[src/rtl/twiddle_mul_if.sv]
// Request/result bundle between the twiddle multiplier and its neighbours.
// The master drives the operands and mul_en; the slave (twiddle_mul) returns results.
interface twiddle_mul_if #(
   parameter int N = 8
);
   logic                mul_en;
   logic signed [N-1:0] Rea;
   logic signed [N-1:0] Ima;
   logic signed [N-1:0] Reb;
   logic signed [N-1:0] Imb;
   logic signed [N-1:0] Wr;
   logic signed [N-1:0] Wi;
   logic signed [N-1:0] RE;
   logic signed [N-1:0] IM;
   logic signed [N-1:0] Rea_q;
   logic signed [N-1:0] Ima_q;
   logic                cal_en;
   logic                busy;

   modport master (
      output mul_en, Rea, Ima, Reb, Imb, Wr, Wi,
      input  RE, IM, Rea_q, Ima_q, cal_en, busy
   );

   modport slave (
      input  mul_en, Rea, Ima, Reb, Imb, Wr, Wi,
      output RE, IM, Rea_q, Ima_q, cal_en, busy
   );
endinterface

[src/rtl/twiddle_mul.sv]
// Radix-2 butterfly twiddle multiplier: b*W over four cycles on one shared signed multiplier.
// Define TWIDDLE_SAT_EN to saturate scaled results; otherwise they wrap to N bits.
//
// state | meaning
// IDLE  | waiting for mul_en; the cal_en pulse is visible here
// M0    | acc_r = Reb*Wr
// M1    | acc_r -= Imb*Wi
// M2    | RE = scale(acc_r); acc_i = Reb*Wi
// M3    | IM = scale(acc_i + Imb*Wr); forward a operand; raise cal_en
module twiddle_mul #(
   parameter int N    = 8,
   parameter int FRAC = N - 1
) (
   input  logic           Clock,
   input  logic           nRst,
   twiddle_mul_if.slave   bus
);

   localparam int PW = 2 * N;
   localparam int AW = 2 * N + 1;
   localparam logic signed [AW-1:0] RND   = AW'(1 << (FRAC - 1));
   localparam logic signed [AW-1:0] MAX_V = AW'((1 << (N - 1)) - 1);
   localparam logic signed [AW-1:0] MIN_V = AW'(-(1 << (N - 1)));

   typedef enum logic [2:0] {
      IDLE = 3'd0,
      M0   = 3'd1,
      M1   = 3'd2,
      M2   = 3'd3,
      M3   = 3'd4
   } state_t;

   state_t state_q, state_d;

   logic signed [N-1:0]  rea_q, rea_d, ima_q, ima_d;
   logic signed [N-1:0]  reb_q, reb_d, imb_q, imb_d;
   logic signed [N-1:0]  wr_q, wr_d, wi_q, wi_d;
   logic signed [AW-1:0] acc_r_q, acc_r_d, acc_i_q, acc_i_d;
   logic signed [N-1:0]  re_q, re_d, im_q, im_d;
   logic signed [N-1:0]  rea_out_q, rea_out_d, ima_out_q, ima_out_d;
   logic                 cal_en_q, cal_en_d;

   logic signed [N-1:0]  op_a, op_b;
   logic signed [PW-1:0] prod;
   logic signed [AW-1:0] prod_ext;

   // Round half up, arithmetic shift, then reduce to N bits.
   function automatic logic signed [N-1:0] scale(input logic signed [AW-1:0] x);
      logic signed [AW-1:0] r;
      r = (x + RND) >>> FRAC;
`ifdef TWIDDLE_SAT_EN
      if (r > MAX_V) return MAX_V[N-1:0];
      if (r < MIN_V) return MIN_V[N-1:0];
`endif
      return r[N-1:0];
   endfunction

   always_comb begin
      op_a = '0;
      op_b = '0;
      case (state_q)
         M0: begin op_a = reb_q; op_b = wr_q; end
         M1: begin op_a = imb_q; op_b = wi_q; end
         M2: begin op_a = reb_q; op_b = wi_q; end
         M3: begin op_a = imb_q; op_b = wr_q; end
         default: begin op_a = '0; op_b = '0; end
      endcase
   end

   assign prod     = PW'(op_a) * PW'(op_b);
   assign prod_ext = {prod[PW-1], prod};

   always_comb begin
      state_d   = state_q;
      rea_d     = rea_q;
      ima_d     = ima_q;
      reb_d     = reb_q;
      imb_d     = imb_q;
      wr_d      = wr_q;
      wi_d      = wi_q;
      acc_r_d   = acc_r_q;
      acc_i_d   = acc_i_q;
      re_d      = re_q;
      im_d      = im_q;
      rea_out_d = rea_out_q;
      ima_out_d = ima_out_q;
      cal_en_d  = 1'b0;
      case (state_q)
         IDLE: begin
            if (bus.mul_en) begin
               rea_d   = bus.Rea;
               ima_d   = bus.Ima;
               reb_d   = bus.Reb;
               imb_d   = bus.Imb;
               wr_d    = bus.Wr;
               wi_d    = bus.Wi;
               state_d = M0;
            end
         end
         M0: begin
            acc_r_d = prod_ext;
            state_d = M1;
         end
         M1: begin
            acc_r_d = acc_r_q - prod_ext;
            state_d = M2;
         end
         M2: begin
            re_d    = scale(acc_r_q);
            acc_i_d = prod_ext;
            state_d = M3;
         end
         M3: begin
            im_d      = scale(acc_i_q + prod_ext);
            rea_out_d = rea_q;
            ima_out_d = ima_q;
            cal_en_d  = 1'b1;
            state_d   = IDLE;
         end
         default: state_d = IDLE;
      endcase
   end

   always_ff @(posedge Clock) begin
      if (!nRst) begin
         state_q   <= IDLE;
         rea_q     <= '0;
         ima_q     <= '0;
         reb_q     <= '0;
         imb_q     <= '0;
         wr_q      <= '0;
         wi_q      <= '0;
         acc_r_q   <= '0;
         acc_i_q   <= '0;
         re_q      <= '0;
         im_q      <= '0;
         rea_out_q <= '0;
         ima_out_q <= '0;
         cal_en_q  <= 1'b0;
      end else begin
         state_q   <= state_d;
         rea_q     <= rea_d;
         ima_q     <= ima_d;
         reb_q     <= reb_d;
         imb_q     <= imb_d;
         wr_q      <= wr_d;
         wi_q      <= wi_d;
         acc_r_q   <= acc_r_d;
         acc_i_q   <= acc_i_d;
         re_q      <= re_d;
         im_q      <= im_d;
         rea_out_q <= rea_out_d;
         ima_out_q <= ima_out_d;
         cal_en_q  <= cal_en_d;
      end
   end

   assign bus.RE     = re_q;
   assign bus.IM     = im_q;
   assign bus.Rea_q  = rea_out_q;
   assign bus.Ima_q  = ima_out_q;
   assign bus.cal_en = cal_en_q;
   assign bus.busy   = (state_q != IDLE);

endmodule

[src/flat_wrapper.sv]
// flat-port wrapper written by rule: the top's interface ports become plain ports
module twiddle_mul_flat 
#(
   parameter int N    = 8,
   parameter int FRAC = N - 1
)
  (Clock, nRst, bus_mul_en, bus_Rea, bus_Ima, bus_Reb, bus_Imb, bus_Wr, bus_Wi, bus_RE, bus_IM, bus_Rea_q, bus_Ima_q, bus_cal_en, bus_busy);
  twiddle_mul_if #(.N(N)) bus_i ();
  input  logic Clock;
  input  logic nRst;
  input wire logic [$bits(bus_i.mul_en)-1:0] bus_mul_en;
  input wire logic [$bits(bus_i.Rea)-1:0] bus_Rea;
  input wire logic [$bits(bus_i.Ima)-1:0] bus_Ima;
  input wire logic [$bits(bus_i.Reb)-1:0] bus_Reb;
  input wire logic [$bits(bus_i.Imb)-1:0] bus_Imb;
  input wire logic [$bits(bus_i.Wr)-1:0] bus_Wr;
  input wire logic [$bits(bus_i.Wi)-1:0] bus_Wi;
  output wire logic [$bits(bus_i.RE)-1:0] bus_RE;
  output wire logic [$bits(bus_i.IM)-1:0] bus_IM;
  output wire logic [$bits(bus_i.Rea_q)-1:0] bus_Rea_q;
  output wire logic [$bits(bus_i.Ima_q)-1:0] bus_Ima_q;
  output wire logic [$bits(bus_i.cal_en)-1:0] bus_cal_en;
  output wire logic [$bits(bus_i.busy)-1:0] bus_busy;
  assign bus_i.mul_en = bus_mul_en;
  assign bus_i.Rea = bus_Rea;
  assign bus_i.Ima = bus_Ima;
  assign bus_i.Reb = bus_Reb;
  assign bus_i.Imb = bus_Imb;
  assign bus_i.Wr = bus_Wr;
  assign bus_i.Wi = bus_Wi;
  assign bus_RE = bus_i.RE;
  assign bus_IM = bus_i.IM;
  assign bus_Rea_q = bus_i.Rea_q;
  assign bus_Ima_q = bus_i.Ima_q;
  assign bus_cal_en = bus_i.cal_en;
  assign bus_busy = bus_i.busy;
  twiddle_mul #(.N(N), .FRAC(FRAC)) u_core (.Clock(Clock), .nRst(nRst), .bus(bus_i));
endmodule
[config.mk]
export PLATFORM = sky130hd
export DESIGN_NAME = twiddle_mul_flat
export DESIGN_NICKNAME = d
export VERILOG_FILES = /design/src/rtl/twiddle_mul_if.sv /design/src/rtl/twiddle_mul.sv /design/src/flat_wrapper.sv
export SDC_FILE = /design/constraint.sdc
export NUM_CORES = 1
export LEC_CHECK = 0
export ABC_AREA = 0
export CORE_ASPECT_RATIO = 0.6
export CORE_UTILIZATION = 50
export CTS_BUF_LIST = sky130_fd_sc_hd__clkbuf_16
export CTS_CLUSTER_DIAMETER = 30
export DETAILED_ROUTE_END_ITERATION = 8
export HOLD_SLACK_MARGIN = 0.05
export PLACE_DENSITY = 0.76
export SLEW_MARGIN = 25
export SYNTH_ARGS = -nofsm -noshare
export SYNTH_HDL_FRONTEND = slang
export SYNTH_SLANG_ARGS = --single-unit
[constraint.sdc]
create_clock -name Clock -period 17.29 [get_ports Clock]
set_clock_uncertainty 0.1 [all_clocks]
set_input_delay 3.458 -clock Clock [delete_from_list [all_inputs] [get_ports Clock]]
set_output_delay 3.458 -clock Clock [all_outputs]
set_load 0.02 [all_outputs]
==> results.sh, run 1 <==
export IMPL_outcome="finished, final reports clean"
export IMPL_insertion_delay_ns=0.42
export IMPL_drive_above_1_share_pct=4.95
export IMPL_syn_avg_cell_area_um2=8.10
export IMPL_core_region_area_um2=16400
export IMPL_vias=7248
export IMPL_area_growth_pct=18.2
export IMPL_slew_viol_final=0
export IMPL_max_cap_viol_count=0
export IMPL_nNetsFinal=1262
export IMPL_postRouteAntennaNets=0
export IMPL_cp_end_kind="flip-flop"
export IMPL_synth_distinct_cells=60
export IMPL_cts_max_level=4
export IMPL_grt_util_all_layers_pct=25.8
export IMPL_timing_critical_path_mode_cell="fa_1"
export IMPL_post_synth_top_area_cell="dfxtp_1"
export IMPL_cts_resized=0
export IMPL_drcViolationCount=0
export IMPL_holdBufCountCts=0
export IMPL_num_rows=36
export IMPL_synth_commonest_cells="nand2_1 (201), dfxtp_1 (114), inv_1 (104)"
export IMPL_cp_cell_sequence="nor2b_1 -> a22oi_1 -> nor2_1 -> a21oi_1 -> nor2_1 -> fa_1 -> inv_1 -> fa_1 -> fa_1 -> fa_1 -> inv_1 -> ha_1 -> xnor2_1 -> ha_1 -> ha_1 -> o211ai_1 -> nor3_1 -> o221ai_1 -> a311oi_1 -> nor3_1 -> o21bai_1 -> a21oi_1 -> xor2_1 -> a21oi_1"
export IMPL_drtPass1Iterations=5
export IMPL_wl_met3_um=1920
export IMPL_fmax_mhz=129
export IMPL_finalSetupViolations=0
export IMPL_worst_pin_slew_ns=0.997
export IMPL_path_max_fanout=24
export IMPL_synth_seq_cells=114
export IMPL_dp_hpwl_um=15600
export IMPL_grt_pass1_vias=6732
export IMPL_wl_um=21200
export IMPL_critPathTopFamily="adder cells"
export IMPL_slowest_delay_ns=0.78
export IMPL_synth_flop_cell="dfxtp_1"
export IMPL_fin_crit_sh_pct=45.0
export IMPL_syn_inst=1039
export IMPL_worstPathArrival_ns=8.02
export IMPL_fin_crit_ns=7.78
export IMPL_initial_core_util_pct=51.4
export IMPL_reg2reg_slack_ns=9.51
export IMPL_power_density_nw_per_um2=78.2
export IMPL_synth_enable_flop_cells=0
export IMPL_die_w_um=169
export IMPL_via_per_inst=5.42
export IMPL_post_cts_buffers=0
export IMPL_yosys_top_cells_area="dfxtp_1 (27%), fa_1 (13%), ha_1 (9.1%), nand2_1 (9.0%), a21boi_0 (6.6%)"
export IMPL_fin_area_um2=9940
export IMPL_worst_ir_drop_vdd_mv=0.0699
export IMPL_synthesis_nets=1204
export IMPL_dpl_cell_area_um2=9390
export IMPL_wl_per_cell_um=15.8
export IMPL_grt_pass1_wl_um=34800
export IMPL_synth_top_area_share_pct=27.1
export IMPL_grt_start_max_net_pins=115
export IMPL_hold_viol=0
export IMPL_wl_met1_um=10800
export IMPL_cts_tree="done"
export IMPL_relSlewSlack_pct=33.5
export IMPL_io_pins=85
export IMPL_crit_type="reg2reg"
export IMPL_yosysMostFrequentCell="nand2_1"
export IMPL_grt_overflow=0
export IMPL_startpoint_type="flip-flop"
export IMPL_port_buffers=84
export IMPL_wl_met2_um=8160
export IMPL_drtIter0Drc=738
export IMPL_seq_area_frac_synth_pct=27.1
export IMPL_routed_top_layer="met4"
export IMPL_antenna_cells=0
export IMPL_root_buffer="clkbuf_16"
export IMPL_grt_setup_unrepaired="no"
export IMPL_syn_area_um2=8410
export IMPL_cts_max_path_buffers=2
export IMPL_synthArstFlopShare_pct=0
export IMPL_leakage_nw=4.23
export IMPL_finalSetupTns_ns=0
export IMPL_die_height_um=102
export IMPL_numClockSinks=114
export IMPL_place_congestion=0.978
export IMPL_worst_ep_required_time_ns=17.53
export IMPL_dieArea_um2=17400
export IMPL_antenna_found_initial=0
export IMPL_hold_class="reg2reg"
export IMPL_path_buf_inv=2
export IMPL_yosys_warnings=0
export IMPL_path_clk_slew_ns=0.06
export IMPL_cts_buffers_inserted=17
export IMPL_worst_path_max_delay_cell="dfxtp_1"
[area by class of cell]
class	count	area [µm²]
Tap cell	228	285
Clock inverter	15	134
Multi-Input combinational cell	768	5530
Sequential cell	114	2280
Clock buffer	17	425
Timing Repair Buffer	92	896
Inverter	104	390
Fill cell	1440	6410
[layer usage]
layer	vias up	track usage, %
met3	32	6.35
met1	3349	39.4
met4	0	5.82
met5	-	0
li1	3558	-
met2	309	35.9
[through the flow]
step / setup slack, ns / power [mW] / instances / util (%) / hold slack [ns]
floorplan: 10.74 / 0.398 / 1039 / - / 0.341
global route: 9.11 / 0.813 / 1338 / 60.8 / 0.379
CTS: 9.66 / 0.777 / 1338 / 60.8 / 0.367
global placement: 9.74 / 0.439 / 1306 / 57.4 / 0.351
finish: 9.51 / 0.778 / 1338 / 60.8 / 0.364
detailed placement: 9.72 / 0.441 / 1306 / 57.4 / 0.359
[worst register-to-register path, cell delays in order (launching register included)]
cell      delay [ns]
dfxtp_1         0.78
nor2b_1         0.28
a22oi_1         0.23
nor2_1          0.06
a21oi_1         0.67
nor2_1          0.13
fa_1            0.60
inv_1           0.07
fa_1            0.47
fa_1            0.52
fa_1            0.54
inv_1           0.04
ha_1            0.36
xnor2_1         0.50
ha_1            0.34
ha_1            0.32
o211ai_1        0.13
nor3_1          0.26
o221ai_1        0.23
a311oi_1        0.32
nor3_1          0.13
o21bai_1        0.22
a21oi_1         0.11
xor2_1          0.14
a21oi_1         0.14
[power breakdown]
part	total [mW]	switching (mW)	leakage (nW)	internal [mW]
sequential	0.292	0.0161	0.927	0.276
clock	0.336	0.138	0.265	0.198
combinational	0.149	0.0854	3.04	0.0641
[placed cells by master, fill, tap and decap left out, drive strengths merged, types with 3 or more instances in the layout]
cell / synthesis / routed
nand2: 201 / 201
dfxtp: 114 / 114
inv: 104 / 108
clkdlybuf4s50: 0 / 83
nor2: 79 / 79
a21boi: 74 / 74
ha: 61 / 61
fa: 53 / 53
a21oi: 40 / 40
xnor2: 24 / 24
o21ai: 24 / 24
and2: 22 / 22
nor3: 17 / 17
clkbuf: 42 / 17
o211a: 16 / 16
xor2: 13 / 13
nor2b: 12 / 12
or2: 12 / 12
nand2b: 11 / 11
a22oi: 11 / 11
o21a: 10 / 10
nand3: 9 / 9
buf: 11 / 9
o211ai: 7 / 7
o31ai: 7 / 7
a21o: 6 / 6
clkinv: 0 / 6
or3: 5 / 5
nand3b: 4 / 4
mux2i: 4 / 4
o221ai: 4 / 4
a211oi: 4 / 4
a31oi: 4 / 4
clkinvlp: 0 / 4
and3: 3 / 3
a311oi: 3 / 3
o31a: 3 / 3
o21bai: 3 / 3
[flip-flops by register name, summed over array words and instances, names as in the netlist, 3 cells and up]
name,flops
u_core.rea_q,8
u_core.ima_q,8
u_core.bus.RE,8
u_core.bus.IM,8
u_core.imb_q,8
u_core.wi_q,8
u_core.acc_r_q,15
u_core.bus.Rea_q,8
u_core.bus.Ima_q,8
u_core.reb_q,8
u_core.wr_q,8
u_core.acc_i_q,15
u_core.state_q,3
[kinds of logic after synthesis]
logic type      share of synthesized area [%]
buf+inv                                  7.18
simple gates                             20.0
compound gates                           19.4
mux                                     0.476
flops                                    27.1
xor+xnor                                 4.21
fa+ha+maj                                21.7
[final timing paths]
path,depth (start not counted),end,startpoint
setup / recovery,24,u_core.bus.IM[7],u_core.state_q[0]
hold / removal,2,u_core.bus.IM[0],u_core.bus.IM[0]
setup reg to reg,24,u_core.bus.IM[7],u_core.state_q[0]
hold reg to reg,2,u_core.bus.IM[0],u_core.bus.IM[0]
Power figures use the tool's default switching activity.
==> run 2: changes to the inputs <==
- PLACE_DENSITY: 0.76 -> 0.79
- clock period: 17.29 -> 6.7 ns (I/O delays scaled with it)
==> results.sh, run 2 (synthesized netlist as in run 1, its figures left out) <==
export IMPL_die_w_um=169
export IMPL_die_height_um=102
export IMPL_combinationalPowerShare_pct=21.7
export IMPL_hold_viol=0
export IMPL_slew_viol_final=0
export IMPL_fin_ws_ns=0.160
export IMPL_holdBufCountCts=0
export IMPL_cts_tree="done"
export IMPL_cts_buffers_inserted=17
export IMPL_antenna_cells=0
export IMPL_drtIter0Drc=623
export IMPL_drcViolationCount=0
export IMPL_dieArea_um2=17400
export IMPL_whs_endpoint="u_core.bus.Ima_q[4]"
export IMPL_cts_max_level=4
export IMPL_dp_slack_ns=-0.144
export IMPL_outcome="finished, final reports clean"
export IMPL_finalSetupViolations=0
export IMPL_fmax_mhz=153
export IMPL_root_buffer="clkbuf_16"
export IMPL_vias=7617
export IMPL_reg_top3="u_core.acc_i_q (15), u_core.acc_r_q (15)"
export IMPL_fillers=1275
export IMPL_max_cap_viol_count=0
export IMPL_cts_max_path_buffers=2
export IMPL_crit_type="reg2reg"
export IMPL_via_per_inst=5.39
export IMPL_post_route_util_pct=67.4
export IMPL_power_density_nw_per_um2=196
export IMPL_intPower_mw=1.52
export IMPL_worst_ir_drop_vdd_mv=0.143
export IMPL_grt_pass1_vias=7151
export IMPL_drtPass1Iterations=5
export IMPL_cp_end_kind="flip-flop"
export IMPL_reg2reg_from="u_core.state_q[2]"
export IMPL_hold_depth=2
export IMPL_antenna_found_initial=0
export IMPL_power_frac_clock_pct=43.7
export IMPL_area_growth_pct=31.0
export IMPL_nNetsFinal=1336
export IMPL_grt_setup_unrepaired="yes"
export IMPL_p_sw_share_pct=29.9
export IMPL_grt_pass1_wl_um=35700
export IMPL_grt_overflow=0
export IMPL_path_max_fanout=5
export IMPL_relSlewSlack_pct=46.0
export IMPL_seqPwrFrac_pct=34.6
export IMPL_hold_class="reg2reg"
export IMPL_reg2reg_slack_ns=0.16
export IMPL_dp_hpwl_um=15800
export IMPL_fin_crit_ns=6.54
export IMPL_startpoint_type="flip-flop"
export IMPL_wl_per_cell_um=16.3
export IMPL_num_rows=36
export IMPL_port_buffers=84
export IMPL_initial_core_util_pct=51.4
export IMPL_timing_rr_end="u_core.acc_r_q[14]"
export IMPL_io_pins=85
export IMPL_postRouteAntennaNets=0
export IMPL_grt_util_all_layers_pct=26.2
export IMPL_wl_um=23000
export IMPL_leakage_nw=4.66
export IMPL_switchingPower_mw=0.647
export IMPL_layout_common_cells="nand2_1 (200), dfxtp_1 (111), inv_1 (101), clkdlybuf4s50_1 (83)"
export IMPL_drive_above_1_share_pct=16.9
export IMPL_path_clk_slew_ns=0.06
export IMPL_fin_crit_sh_pct=97.6
export IMPL_numClockSinks=114
export IMPL_ff2ff_path_depth=24
export IMPL_core_region_area_um2=16400
export IMPL_worstPathArrival_ns=6.76
export IMPL_grt_start_max_net_pins=59
export IMPL_worst_pin_slew_ns=0.809
export IMPL_place_congestion=0.896
export IMPL_worst_ep_required_time_ns=6.92
export IMPL_final_common_cell="nand2_1"
export IMPL_insertion_delay_ns=0.42
export IMPL_min_from="u_core.bus.Ima_q[4]"
==> run 2: cell count changes in the layout (fill, tap and decap cells not counted), moves of 6 or more <==
cell / previous run / this run
buf_4: 8 / 72
a21oi_1: 40 / 28
buf_6: 0 / 6
ha_4: 0 / 9
a21oi_2: 0 / 10
ha_1: 61 / 49
==> run 2: routing by layer <==
| layer | GRT usage, % | wire [µm] | up-vias |
|---|---|---|---|
| met5 | 0 | 0 | - |
| met4 | 6.93 | 308 | 0 |
| met3 | 4.18 | 1320 | 33 |
| met2 | 38.2 | 9770 | 256 |
| met1 | 39.9 | 11600 | 3621 |
| li1 | - | - | 3707 |
==> run 2: repair_timing <==
item	in CTS	in global routing
resized for setup	13	87
gates cloned	0	2
endpoints found under the hold margin	0	0
pin swaps	2	50
setup buffers	2	21
setup endpoints to repair	6	11
==> run 2: cell type report <==
type                            count  area (µm²)  area share, %
Sequential cell                   114        2290           20.8
Clock buffer                       17         425           3.86
Multi-Input combinational cell    768        5920           53.7
Clock inverter                     15         183           1.66
Inverter                          104         390           3.54
Tap cell                          228         285           2.59
Timing Repair Buffer              166        1520           13.8
==> run 2: metrics by stage <==
stage	hold WS (ns)	instances	TNS (ns)	area [µm²]	total power, mW
final	0.363	1412	0	11000	2.16
after global routing	0.382	1412	-0.315	11000	2.25
after CTS	0.361	1389	-0.000953	10400	2.11
after detailed placement	0.355	1355	-0.384	9750	1.16
after global placement	0.348	1355	-0.0759	9750	1.16
after floorplan	0.341	1039	0	8410	1.03
==> run 2: worst max-delay path by stage <==
stage / slack (ns) / start / to / depth (start not counted)
3_3_place_gp: -0.05 / u_core.state_q[0] / u_core.acc_r_q[14] / 28
2_1_floorplan: 0.15 / u_core.state_q[0] / u_core.acc_r_q[14] / 28
5_1_grt: -0.11 / u_core.state_q[0] / u_core.acc_r_q[14] / 27
3_5_place_dp: -0.14 / u_core.state_q[0] / u_core.acc_r_q[14] / 28
6_report: 0.16 / u_core.state_q[2] / u_core.acc_r_q[14] / 24
4_1_cts: -0.001 / u_core.state_q[2] / u_core.acc_r_q[14] / 25
==> run 2: power groups by stage <==
stage / Combinational, mW / Clock, mW / Sequential, mW
6_report: 0.469 / 0.946 / 0.748
5_1_grt: 0.516 / 0.978 / 0.753
4_1_cts: 0.414 / 0.950 / 0.746
3_5_place_dp: 0.406 / 0 / 0.759
3_3_place_gp: 0.398 / 0 / 0.758
2_1_floorplan: 0.282 / 0 / 0.746
==> run 2: worst max-delay path, stage by stage, from the launching register on <==
cell and delay, ns:
dfxtp_4 0.38, nor3b_4 0.31, buf_6 0.16, a21oi_1 0.15
or2_2 0.35, fa_1 0.52, inv_1 0.06, fa_1 0.50
fa_1 0.54, inv_1 0.05, fa_1 0.51, inv_2 0.05
ha_4 0.24, buf_4 0.15, o2111ai_2 0.07, nand4b_1 0.19
xnor2_2 0.32, ha_4 0.27, a21oi_2 0.14, o31ai_2 0.09
o31a_1 0.35, o31a_1 0.34, o31ai_2 0.21, a31oi_1 0.11
o211a_1 0.24
==> run 3: changes to the inputs <==
- SETUP_SLACK_MARGIN: not set -> 0.2
==> results.sh, run 3 (synthesized netlist as in run 1, its figures left out) <==
export IMPL_fmax_mhz=149
export IMPL_drive_above_1_share_pct=19.8
export IMPL_slew_viol_final=0
export IMPL_num_rows=36
export IMPL_finalSetupViolations=1
export IMPL_holdBufCountCts=0
export IMPL_path_clk_slew_ns=0.06
export IMPL_crit_start="u_core.state_q[0]"
export IMPL_leakage_nw=4.79
export IMPL_outcome="finished with violations"
export IMPL_drtIter0Drc=712
export IMPL_port_buffers=84
export IMPL_grt_util_all_layers_pct=27.4
export IMPL_vias=7915
export IMPL_drcViolationCount=0
export IMPL_violations="negative setup slack"
export IMPL_insertion_delay_ns=0.42
export IMPL_reg2reg_from="u_core.state_q[0]"
export IMPL_fin_area_um2=11300
export IMPL_dp_hpwl_um=16100
export IMPL_hold_depth=2
export IMPL_max_cap_viol_count=0
export IMPL_cp_end_kind="flip-flop"
export IMPL_grt_pass1_wl_um=36600
export IMPL_path_max_fanout=6
export IMPL_die_w_um=169
export IMPL_worst_path_max_delay_cell="fa_1"
export IMPL_reg_top3="u_core.acc_i_q (15), u_core.acc_r_q (15)"
export IMPL_dpl_cell_area_um2=9790
export IMPL_die_height_um=102
export IMPL_cts_max_level=4
export IMPL_place_congestion=0.908
export IMPL_post_route_util_pct=69.1
export IMPL_grt_pass1_vias=7204
export IMPL_worst_ir_drop_vdd_mv=0.162
export IMPL_nNetsFinal=1368
export IMPL_root_buffer="clkbuf_16"
export IMPL_power_density_nw_per_um2=190
export IMPL_wl_um=24700
export IMPL_io_pins=85
export IMPL_dieArea_um2=17400
export IMPL_via_per_inst=5.49
export IMPL_cts_tree="done"
export IMPL_area_growth_pct=34.3
export IMPL_grt_start_max_net_pins=66
export IMPL_min_from="u_core.ima_q[7]"
export IMPL_initial_core_util_pct=51.4
export IMPL_antenna_cells=0
export IMPL_numClockSinks=114
export IMPL_grt_setup_unrepaired="yes"
export IMPL_whs_endpoint="u_core.bus.Ima_q[7]"
export IMPL_grt_overflow=0
export IMPL_antenna_found_initial=0
export IMPL_worst_ep_required_time_ns=6.91
export IMPL_final_common_cell="nand2_1"
export IMPL_startpoint_type="flip-flop"
export IMPL_hold_viol=0
export IMPL_slowest_delay_ns=0.59
export IMPL_cts_max_path_buffers=2
export IMPL_fin_crit_sh_pct=100
export IMPL_drtPass1Iterations=5
export IMPL_relSlewSlack_pct=40.0
export IMPL_core_region_area_um2=16400
export IMPL_wl_per_cell_um=17.1
export IMPL_hold_class="reg2reg"
export IMPL_postRouteAntennaNets=0
export IMPL_worstPathArrival_ns=6.92
export IMPL_ff2ff_path_depth=28
export IMPL_worst_pin_slew_ns=0.899
export IMPL_reg2reg_slack_ns=-0.01
export IMPL_cts_buffers_inserted=17
export IMPL_timing_critical_path_mode_cell="fa_1"
export IMPL_fin_crit_ns=6.71
export IMPL_fillers=1175
export IMPL_fin_ws_ns=-0.0146
export IMPL_timing_rr_end="u_core.acc_r_q[14]"
export IMPL_crit_type="reg2reg"
export IMPL_layout_common_cells="nand2_1 (199), dfxtp_1 (111), buf_4 (103), inv_1 (99), clkdlybuf4s50_1 (83)"
[run 3: layer usage]
metal	GRT usage, %	up-vias	part of all wire [%]
li1	-	3766	-
met4	7.35	0	1.2
met1	39.5	3741	47
met3	7.71	42	8.9
met5	0	-	0
met2	40.0	366	43
[run 3: where the power goes]
part | leakage [nW] | switching, mW | internal [mW]
Clock | 0.268 | 0.348 | 0.543
Sequential | 0.929 | 0.0398 | 0.713
Combinational | 3.59 | 0.271 | 0.231
[run 3: metrics by stage]
stage	std cells	worst slack [ns]	total power [mW]	hold slack, ns	setup TNS [ns]
after floorplan	1039	0.201	1.03	0.341	0
after global placement	1360	-0.190	1.16	0.351	-0.755
after detailed placement	1360	-0.240	1.17	0.359	-1.07
after CTS	1409	0.207	2.07	0.365	0
after global routing	1443	-0.335	2.22	0.382	-1.04
final	1443	-0.0146	2.15	0.363	-0.0146
[run 3: worst max-delay path, delay by kind of cell, from the launching register on]
family | cells | cell delay (ns)
AO/OA/AOI/OAI | 11 | 2.20
XOR/XNOR | 1 | 0.27
adder cells (fa/ha/maj) | 6 | 2.70
buffers and inverters | 4 | 0.40
flip-flops | 1 | 0.37
AND/OR/NAND/NOR | 6 | 0.54
[run 3: timing repair]
item                       in CTS  in global routing
pin swaps                      23                 68
gates resized for setup        39                 75
gates cloned                    1                  0
setup buffers                  17                 34
setup endpoints to repair      11                 12
[run 3: layout make-up]
cell class,count,area [µm²],share of cell area (%)
flip-flops and latches,114,2290,20.3
repair buffers,198,1740,15.4
clock buffers,17,425,3.77
inverters,104,390,3.46
clock inverters,14,143,1.26
multi-input cells,768,6020,53.3
well taps,228,285,2.53
[run 3: worst max path at each step]
stage                         endpoint  slack, ns  cells past startpoint
finish              u_core.acc_r_q[14]      -0.01                     28
global route        u_core.acc_r_q[14]      -0.33                     28
CTS                   u_core.bus.IM[7]       0.21                     29
detailed placement    u_core.bus.IM[7]      -0.24                     28
global placement      u_core.bus.IM[4]      -0.19                     28
floorplan           u_core.acc_r_q[14]       0.20                     28
